`config.mk`:
```
export PLATFORM = sky130hd
export DESIGN_NAME = merge_stream
export DESIGN_NICKNAME = d
export VERILOG_FILES = /design/src/rtl/merge_pkg.sv /design/src/rtl/merge_select.sv /design/src/rtl/merge_stream.sv
export SDC_FILE = /design/constraint.sdc
export NUM_CORES = 1
export LEC_CHECK = 0
export ABC_AREA = 1
export ABC_CLOCK_PERIOD_IN_PS = 3000
export CAP_MARGIN = 5
export CORE_ASPECT_RATIO = 1.4
export CORE_MARGIN = 3
export CORE_UTILIZATION = 47
export DETAILED_ROUTE_END_ITERATION = 16
export GPL_TIMING_DRIVEN = 0
export PLACE_DENSITY = 0.77
export SKIP_LAST_GASP = 1
export SYNTH_ARGS = -nofsm -noshare
export SYNTH_HDL_FRONTEND = slang
export SYNTH_SLANG_ARGS = --single-unit
```
`constraint.sdc`:
```
create_clock -name clk -period 3 [get_ports clk]
set_input_delay 0.6 -clock clk [delete_from_list [all_inputs] [get_ports clk]]
set_output_delay 0.6 -clock clk [all_outputs]
set_load 0.02 [all_outputs]
```
`src/rtl/merge_pkg.sv`:
```
// Shared defaults and FSM encoding for the two-block streaming merger.
// Optional unsorted-input detection is enabled with MERGE_ORDER_CHECK_EN.
package merge_pkg;

    localparam int MERGE_W_DEF = 8;
    localparam int MERGE_N_DEF = 4;

    typedef enum logic {
        IDLE  = 1'b0,
        MERGE = 1'b1
    } state_t;

endpackage

```
`src/rtl/merge_select.sv`:
```
// Picks the next merged element from the heads of blocks A and B.
module merge_select
    import merge_pkg::*;
#(
    parameter int W = MERGE_W_DEF
) (
    input  logic [W-1:0] a_i,
    input  logic [W-1:0] b_i,
    input  logic         a_done_i,
    input  logic         b_done_i,
    output logic [W-1:0] val_o,
    output logic         take_a_o
);

    // Ties go to A so equal keys keep A-before-B order.
    assign take_a_o = b_done_i | (~a_done_i & (a_i <= b_i));
    assign val_o    = take_a_o ? a_i : b_i;

endmodule

```
`src/rtl/merge_stream.sv`:
```
// Merges two sorted N-element blocks into one 2N-element output stream.
// Define MERGE_ORDER_CHECK_EN to add the registered order_err flag.
module merge_stream
    import merge_pkg::*;
#(
    parameter int W = MERGE_W_DEF,
    parameter int N = MERGE_N_DEF
) (
    input  logic           clk,
    input  logic           rst_n,
    input  logic           in_valid,
    output logic           in_ready,
    input  logic [N*W-1:0] a_data,
    input  logic [N*W-1:0] b_data,
    output logic           out_valid,
    input  logic           out_ready,
    output logic [W-1:0]   out_data,
    output logic           out_last
`ifdef MERGE_ORDER_CHECK_EN
    ,
    output logic           order_err
`endif
);

    localparam int IW = $clog2(N + 1);

    state_t              state_q, state_d;
    logic [N-1:0][W-1:0] a_q, b_q;
    logic [IW-1:0]       ia_q, ia_d, ib_q, ib_d;
    logic [IW:0]         consumed;
    logic [W-1:0]        elem_a, elem_b, sel_val;
    logic                a_done, b_done, take_a, xfer_in, xfer_out;

    assign xfer_in  = in_valid & in_ready;
    assign xfer_out = out_valid & out_ready;
    assign a_done   = (ia_q == IW'(N));
    assign b_done   = (ib_q == IW'(N));
    assign consumed = {1'b0, ia_q} + {1'b0, ib_q};

    always_ff @(posedge clk or negedge rst_n) begin
        if (!rst_n) state_q <= IDLE;
        else        state_q <= state_d;
    end

    always_comb begin
        state_d = state_q;
        case (state_q)
            IDLE:    if (in_valid) state_d = MERGE;
            MERGE:   if (out_ready && out_last) state_d = IDLE;
            default: state_d = IDLE;
        endcase
    end

    always_comb begin
        in_ready  = (state_q == IDLE);
        out_valid = (state_q == MERGE);
        out_data  = out_valid ? sel_val : '0;
        out_last  = out_valid && (consumed == (IW+1)'(2*N - 1));
    end

    // Exhausted heads read as zero; the selector ignores them via the done flags.
    always_comb begin
        elem_a = '0;
        elem_b = '0;
        for (int k = 0; k < N; k++) begin
            if (ia_q == IW'(k)) elem_a = a_q[k];
            if (ib_q == IW'(k)) elem_b = b_q[k];
        end
    end

    merge_select #(.W(W)) u_sel (
        .a_i      (elem_a),
        .b_i      (elem_b),
        .a_done_i (a_done),
        .b_done_i (b_done),
        .val_o    (sel_val),
        .take_a_o (take_a)
    );

    always_comb begin
        ia_d = ia_q;
        ib_d = ib_q;
        if (xfer_in) begin
            ia_d = '0;
            ib_d = '0;
        end else if (xfer_out) begin
            if (take_a) ia_d = ia_q + 1'b1;
            else        ib_d = ib_q + 1'b1;
        end
    end

    always_ff @(posedge clk or negedge rst_n) begin
        if (!rst_n) begin
            a_q  <= '0;
            b_q  <= '0;
            ia_q <= '0;
            ib_q <= '0;
        end else begin
            ia_q <= ia_d;
            ib_q <= ib_d;
            if (xfer_in) begin
                a_q <= a_data;
                b_q <= b_data;
            end
        end
    end

`ifdef MERGE_ORDER_CHECK_EN
    logic [N-1:0][W-1:0] a_in, b_in;
    logic                unsorted, order_err_q;

    assign a_in = a_data;
    assign b_in = b_data;

    always_comb begin
        unsorted = 1'b0;
        for (int k = 0; k + 1 < N; k++)
            if ((a_in[k+1] < a_in[k]) || (b_in[k+1] < b_in[k])) unsorted = 1'b1;
    end

    always_ff @(posedge clk or negedge rst_n) begin
        if (!rst_n)       order_err_q <= 1'b0;
        else if (xfer_in) order_err_q <= unsorted;
    end

    assign order_err = order_err_q;
`endif

endmodule

```
==> results of run 1 <==
kinds of logic (layout without fill, tap and decap cells):
logic type | Yosys count | count (layout)
buf+inv | 61 | 186
simple gates | 149 | 149
mux | 51 | 51
compound gates | 61 | 61
flops | 71 | 71
fa+ha+maj | 22 | 22
metrics by stage:
stage                     cell area (um^2)  util, %  TNS (ps)  hold slack (ps)
after floorplan                       3926        -    -206.6            304.4
after CTS                             5340    67.66     -4977            390.7
after detailed placement              4830    61.19     -7416            489.5
after global placement                4832    61.22    -76430            486.0
after global routing                  5510    69.82     -8233            427.9
final                                 5510    69.82     -6522            347.0
final cells by class:
type,count,area (um^2),area share [%]
timing repair buffer,109,1031,18.71
inverter,47,188.9,3.429
tap,100,125.1,2.271
clock buffer,10,137.6,2.498
buffer,14,106.4,1.930
multi-input combinational,283,2097,38.06
sequential,71,1782,32.33
clock inverter,6,42.54,0.7720
cell usage in the layout, fill, tap and decap left out, types with 3 or more instances in the layout:
master and n:
buf_4 32, inv_2 15, o21a_1 4, buf_6 14, a21oi_1 20, dfrtp_1 67
ha_1 13, nor2_1 25, mux2_2 51, inv_4 3, nor2_4 9, nand2_1 68
clkbuf_8 10, o21ai_0 9, nand2_4 4, o22ai_2 6, nor2_2 8, nand2_2 8
nand3_1 23, a21oi_2 8, buf_2 6, inv_1 28, clkdlybuf4s50_1 68, ha_4 6
dfrtp_2 4, inv_6 3, o21ai_1 8
path summary, 6_finish.rpt:
path                                     start                   to  slack, ps  depth (start not counted)
max                        ia_q[1]$_DFFE_PN0P_          out_data[3]       -850                         23
min                                      rst_n  a_q[15]$_DFFE_PN0P_        350                          1
max reg2reg                ia_q[1]$_DFFE_PN0P_  ia_q[2]$_DFFE_PN0P_         20                         23
min reg2reg                b_q[16]$_DFFE_PN0P_  b_q[16]$_DFFE_PN0P_        510                          1
max in group asynchronous                rst_n  ia_q[1]$_DFFE_PN0P_       1980                          1
min in group clk           b_q[16]$_DFFE_PN0P_  b_q[16]$_DFFE_PN0P_        510                          1
Yosys cell counts:
library cell / number
o2111ai_1: 1
buf_1: 2
fa_1: 1
nor2_1: 40
nand2_4: 2
o21ai_1: 5
ha_1: 21
or2_0: 1
inv_2: 7
buf_4: 6
nand3_1: 23
dfrtp_1: 71
o22ai_1: 5
a211o_1: 1
buf_6: 1
inv_1: 40
nor2_2: 2
o22ai_2: 2
nand3b_1: 1
a21oi_1: 28
and2_1: 1
o21ai_0: 14
nand4_1: 1
a21o_1: 1
mux2_2: 51
nand2_2: 3
nand2_1: 75
o21a_1: 4
buf_2: 5
state kept, by name, indices dropped and copies added (netlist names):
register / cells
a_q: 32
b_q: 32
ia_q: 3
ib_q: 3
out_valid: 1
critical path: stages (launching register included):
cell,delay [ps]
dfrtp_2,450
inv_1,100
ha_2,200
nor2_2,40
nand2_2,130
buf_4,130
o22ai_2,50
a21oi_2,170
nor2_2,80
ha_1,330
nand2_1,100
nand2_1,80
nand2_1,50
nand2_1,50
nand2_1,40
nand2_1,70
nand2_2,70
nand2_4,80
nand2_4,60
buf_6,150
nand2_4,70
nand2_4,70
nor2_4,150
buf_6,130
per-layer routing:
layer,track usage [%],wire length [um]
met1,25.74,3928
met2,41.22,5674
met3,6.398,568
met4,8.179,458
met5,0,0
repair_timing:
action / 4_1_cts / 5_1_grt
gates cloned: 3 / 0
buffers inserted: 16 / 12
setup endpoints to repair: 9 / 13
pin swaps: 10 / 21
resized for setup: 99 / 28
==> metrics.md, run 1 <==
| Metric | Value |
|---|---|
| DR vias/cell | `roughly 5.4` |
| Synth Warn # | `0` |
| Status | `finished, violations left` |
| Mapped Area | `0.003872 mm^2` |
| Post-route ant nets | `0` |
| Die X | `82.72 um` |
| Final min period | `about 3900 ps` |
| Multiplexer share of the synthesized area | `14.83%` |
| Main combinational cell family by area after synthesis | `simple AND/OR/NAND/NOR gates` |
| Worst hold path class | `in2async` |
| Clock Skew | `13.89 ps` |
| Final period util | `128.5%` |
| CTS tree | `done` |
| Iter 0 DRT Violations | `300` |
| Final wirelength | `about 11000 um` |
| Avg Cell Area, Syn | `9.331 um^2` |
| Dpl cells | `593` |
| Maximum clock frequency | `259.4 MHz` |
| CP startpoint kind | `flop` |
| Non-Filler Instances | `640` |
| Antenna cells | `0` |
| Largest area contributor in the netlist | `dfrtp_1` |
| Nets | `roughly 630` |
| Synth Area in XOR/XNOR | `0%` |
| Final WS setup | `-854.5 ps` |
| Port bufs | `78` |
| Core ar. | `0.007893 mm^2` |
| Post-synthesis cell type count | `29` |
| DR pass1 iterations | `4` |
| Yosys reg bits | `71` |
| Area Overhead vs Synth | `42.29%` |
| Cts hold-fix bufs | `0` |
| Post-synthesis adder-cell area fraction | `7.302%` |
| Post-DP HPWL | `7080 um` |
| Die span in y | `113.4 um` |
| Top post-synthesis cells by area | `dfrtp_1, mux2_2, nand2_1, ha_1, inv_1` |
| Net count of the mapped netlist | `505` |
| Max_cap viols | `0` |
| Final setup fails | `8` |
| Cells after synthesis | `415` |
| Total GRT Usage | `23.13%` |
| Wire per inst | `16.61 um` |
| Initial core utilization | `49.06%` |
| Htree depth | `3` |
| Gpl congestion | `0.8818` |
| Clk buf depth | `2` |
| CP required | `2400 ps` |
| Clk Latency, worst-skew pair | `360 ps` |
| Number of core rows | `38` |
| Cts bufs inserted | `9` |
| Die ar. | `0.009380 mm^2` |
| Compound-Gate Fraction of Synth Area | `8.950%` |
| Vias in the first global route | `3488` |
| Post-synth top area share | `45.88%` |
| Least-Margin Pin Slew | `905.2 ps` |
| Final Max Slew Viols | `0` |
| Detailed-route DRC error count | `0` |
| Clock sink count | `between 70 and 80` |
| Worst-path clk slew | `around 80 ps` |
| Crit path capture type | `output port` |
| Simple-Gate Fraction of Synth Area | `16.19%` |
| Crit-path max FO | `5` |
| Sequential area share after synthesis | `45.88%` |
| Fill count | `568` |
| Gr ovfl total | `0` |
| Root Driver | `clkbuf_8` |
| Via count | `about 3500` |
| First-pass GRT wire length | `16210 um` |
| Largest net degree at the start of global routing | `72` |
| Crit Path Class | `reg2out` |
| Relative slew slack | `39.65%` |
| Num ports | `79` |
| Dpl ws | `-1048 ps` |
| Layout cell share with drive strength beyond 1 | `36.67%` |
| Initial antenna violation count | `0` |
| Violated checks | `negative setup slack` |
| Final Hold Vio Count | `0` |
| RSZ-0062 raised after global routing | `true` |
| CP arrival | `3250 ps` |
Power of run 1 is not shown: default switching activity piles up to over one toggle a cycle in this logic, so the estimate is an artifact.
==> run 2: changes to the inputs <==
--- a/config.mk
+++ b/config.mk
@@ -6,13 +6,14 @@
 export NUM_CORES = 1
 export LEC_CHECK = 0
 export ABC_AREA = 1
-export ABC_CLOCK_PERIOD_IN_PS = 3000
+export ABC_CLOCK_PERIOD_IN_PS = 3500
 export CAP_MARGIN = 5
 export CORE_ASPECT_RATIO = 1.4
 export CORE_MARGIN = 3
 export CORE_UTILIZATION = 47
 export DETAILED_ROUTE_END_ITERATION = 16
 export GPL_TIMING_DRIVEN = 0
+export MAX_ROUTING_LAYER = met4
 export PLACE_DENSITY = 0.77
 export SKIP_LAST_GASP = 1
 export SYNTH_ARGS = -nofsm -noshare
==> constraint.sdc (replaced) <==
create_clock -name clk -period 3.5 [get_ports clk]
set_input_delay 0.7 -clock clk [delete_from_list [all_inputs] [get_ports clk]]
set_output_delay 0.7 -clock clk [all_outputs]
set_load 0.02 [all_outputs]
==> metrics.md, run 2 (synthesized netlist as in run 1, its figures left out) <==
| Metric | Value |
|---|---|
| Status | `finished, violations left` |
| Core ar. | `approximately 0.0079 mm^2` |
| Clock sink count | `between 70 and 80` |
| Final Max Slew Viols | `0` |
| First-pass GRT wire length | `15900 um` |
| Post-DP HPWL | `7109 um` |
| Dpl cells | `593` |
| Worst R2R Path Depth | `23` |
| Final wirelength | `11010 um` |
| Worst hold path class | `in2async` |
| Final Hold Vio Count | `0` |
| Max_cap viols | `0` |
| Relative slew slack | `38.88%` |
| Clk buf depth | `2` |
| Layout cell share with drive strength beyond 1 | `36.80%` |
| DR vias/cell | `5.376` |
| Final min period | `3928 ps` |
| Violated checks | `negative setup slack` |
| Non-Filler Instances | `around 640` |
| Biggest regs | `a_q x32, b_q x32` |
| CP Cell Sequence | `inv_2 -> ha_1 -> nand2_2 -> buf_4 -> o21ai_2 -> nor2_1 -> o21ai_1 -> inv_1 -> ha_1 -> inv_1 -> nand2_1 -> nand2_2 -> nand2_2 -> nand2_1 -> nand2_1 -> nand2_1 -> nand2_2 -> nand2_4 -> nand2_4 -> buf_8 -> nand2_2 -> nand2_1 -> nor2_2 -> buf_6` |
| Clock Skew | `about 11 ps` |
| Final period util | `112.2%` |
| Gpl congestion | `0.8735` |
| Die span in y | `between 100 and 150 um` |
| Crit-path max FO | `8` |
| Slowest CP cell | `dfrtp_2` |
| Root Driver | `clkbuf_8` |
| Maximum clock frequency | `254.6 MHz` |
| Clk Latency, worst-skew pair | `~360 ps` |
| Vias in the first global route | `3436` |
| Initial antenna violation count | `0` |
| Port bufs | `78` |
| Iter 0 DRT Violations | `219` |
| Crit path capture type | `output port` |
| CTS tree | `done` |
| DR pass1 iterations | `4` |
| Most frequent cells in the layout | `clkdlybuf4s50_1, dfrtp_1, nand2_1` |
| CP startpoint kind | `flop` |
| RSZ-0062 raised after global routing | `true` |
| Dpl cell area | `0.004776 mm^2` |
| Dpl ws | `-754.8 ps` |
| Largest net degree at the start of global routing | `72` |
| Crit Path Class | `reg2out` |
| CP required | `2800 ps` |
| Final WS setup | `-428.4 ps` |
| Wire per inst | `17.25 um` |
| Die X | `82.72 um` |
| Fill count | `slightly below 600` |
| CP startpoint | `ia_q[0]$_DFFE_PN0P_` |
| Worst-path clk slew | `80 ps` |
| Reg2Reg Capture Point | `ia_q[2]$_DFFE_PN0P_` |
| R2R Path Start | `ia_q[0]$_DFFE_PN0P_` |
| Post-route ant nets | `0` |
| Commonest non-fill, non-tap cell in the layout | `clkdlybuf4s50_1` |
| Final setup fails | `8` |
| Nets | `623` |
| Least-Margin Pin Slew | `between 900 and 1000 ps` |
| Area Overhead vs Synth | `41.62%` |
| Finished layout cell area | `about 0.0055 mm^2` |
| Worst setup endpoint | `out_data[5]` |
| FF-to-FF setup slack | `roughly 560 ps` |
| Critical Path Max Stage Delay | `roughly 480 ps` |
| Num ports | `79` |
| Number of core rows | `38` |
| Antenna cells | `0` |
| Cts bufs inserted | `9` |
| Via count | `between 3000 and 4000` |
| Die ar. | `about 0.0094 mm^2` |
| Cts hold-fix bufs | `0` |
| Initial core utilization | `49.06%` |
| Total GRT Usage | `23.21%` |
| Detailed-route DRC error count | `0` |
| Gr ovfl total | `0` |
| CP arrival | `3230 ps` |
| Htree depth | `3` |
-- run 2: changes by cell type in the layout (fill, tap and decap cells not counted), moves of 3 or more --
cell,delta
nor2_1,+3
nor2_4,-5
nand2_2,+3
a21oi_1,+3
nand2_1,-3
a21oi_2,-4
o21ai_1,-3
buf_4,+4
buf_6,-4
-- run 2: how the worst min path moves through the flow --
stage                     cells after the start                  end  slack, ps
final                                         1   b_q[7]$_DFFE_PN0P_        450
after global routing                          1  b_q[12]$_DFFE_PN0P_        520
after CTS                                     1   b_q[7]$_DFFE_PN0P_        500
after detailed placement                      1  a_q[16]$_DFFE_PN0P_        490
after global placement                        1  a_q[20]$_DFFE_PN0P_        480
after floorplan                               0   a_q[0]$_DFFE_PN0P_        400
-- run 2: through the flow --
stage	utilization, %	TNS [ps]	hold WS (ps)
floorplan	-	0	404.4
global placement	60.54	-48830	483.0
detailed placement	60.51	-5344	490.7
CTS	65.50	-2482	498.5
global route	69.48	-4291	524.6
finish	69.48	-2963	447.7
-- run 2: cell type report --
cell class	count	area (um^2)	share of cell area [%]
clock buffers	9	123.9	2.259
repair buffers	107	1002	18.28
flip-flops and latches	71	1783	32.51
plain buffers	14	110.1	2.008
well taps	100	125.1	2.282
clock inverters	7	48.80	0.8898
multi-input cells	283	2102	38.33
inverters	47	188.9	3.445
-- run 2: metal layers --
metal | share of wire (%) | wire [um] | vias up | track usage, %
met3 | 4.9 | 535 | 42 | 3.949
met5 | 0 | 0 | - | -
met1 | 37 | 4059 | 1684 | 25.09
met2 | 54 | 5892 | 105 | 39.51
met4 | 4.7 | 517 | 0 | 12.65
li1 | - | - | 1599 | -
-- run 2: repair_timing --
item | CTS | global route
setup endpoints to repair | 8 | 8
pin swaps | 23 | 28
setup buffers | 15 | 13
cloned | 1 | 0
gates resized for setup | 81 | 61
-- run 2: critical path, delay by kind of cell, from the launching register on --
| kind | cells | cell delay [ps] |
|---|---|---|
| buffers and inverters | 6 | 710 |
| flip-flops | 1 | 480 |
| AND/OR/NAND/NOR | 14 | 980 |
| AO/OA/AOI/OAI | 2 | 310 |
| adder cells (fa/ha/maj) | 2 | 380 |
Power of run 2 is left out for the same reason.
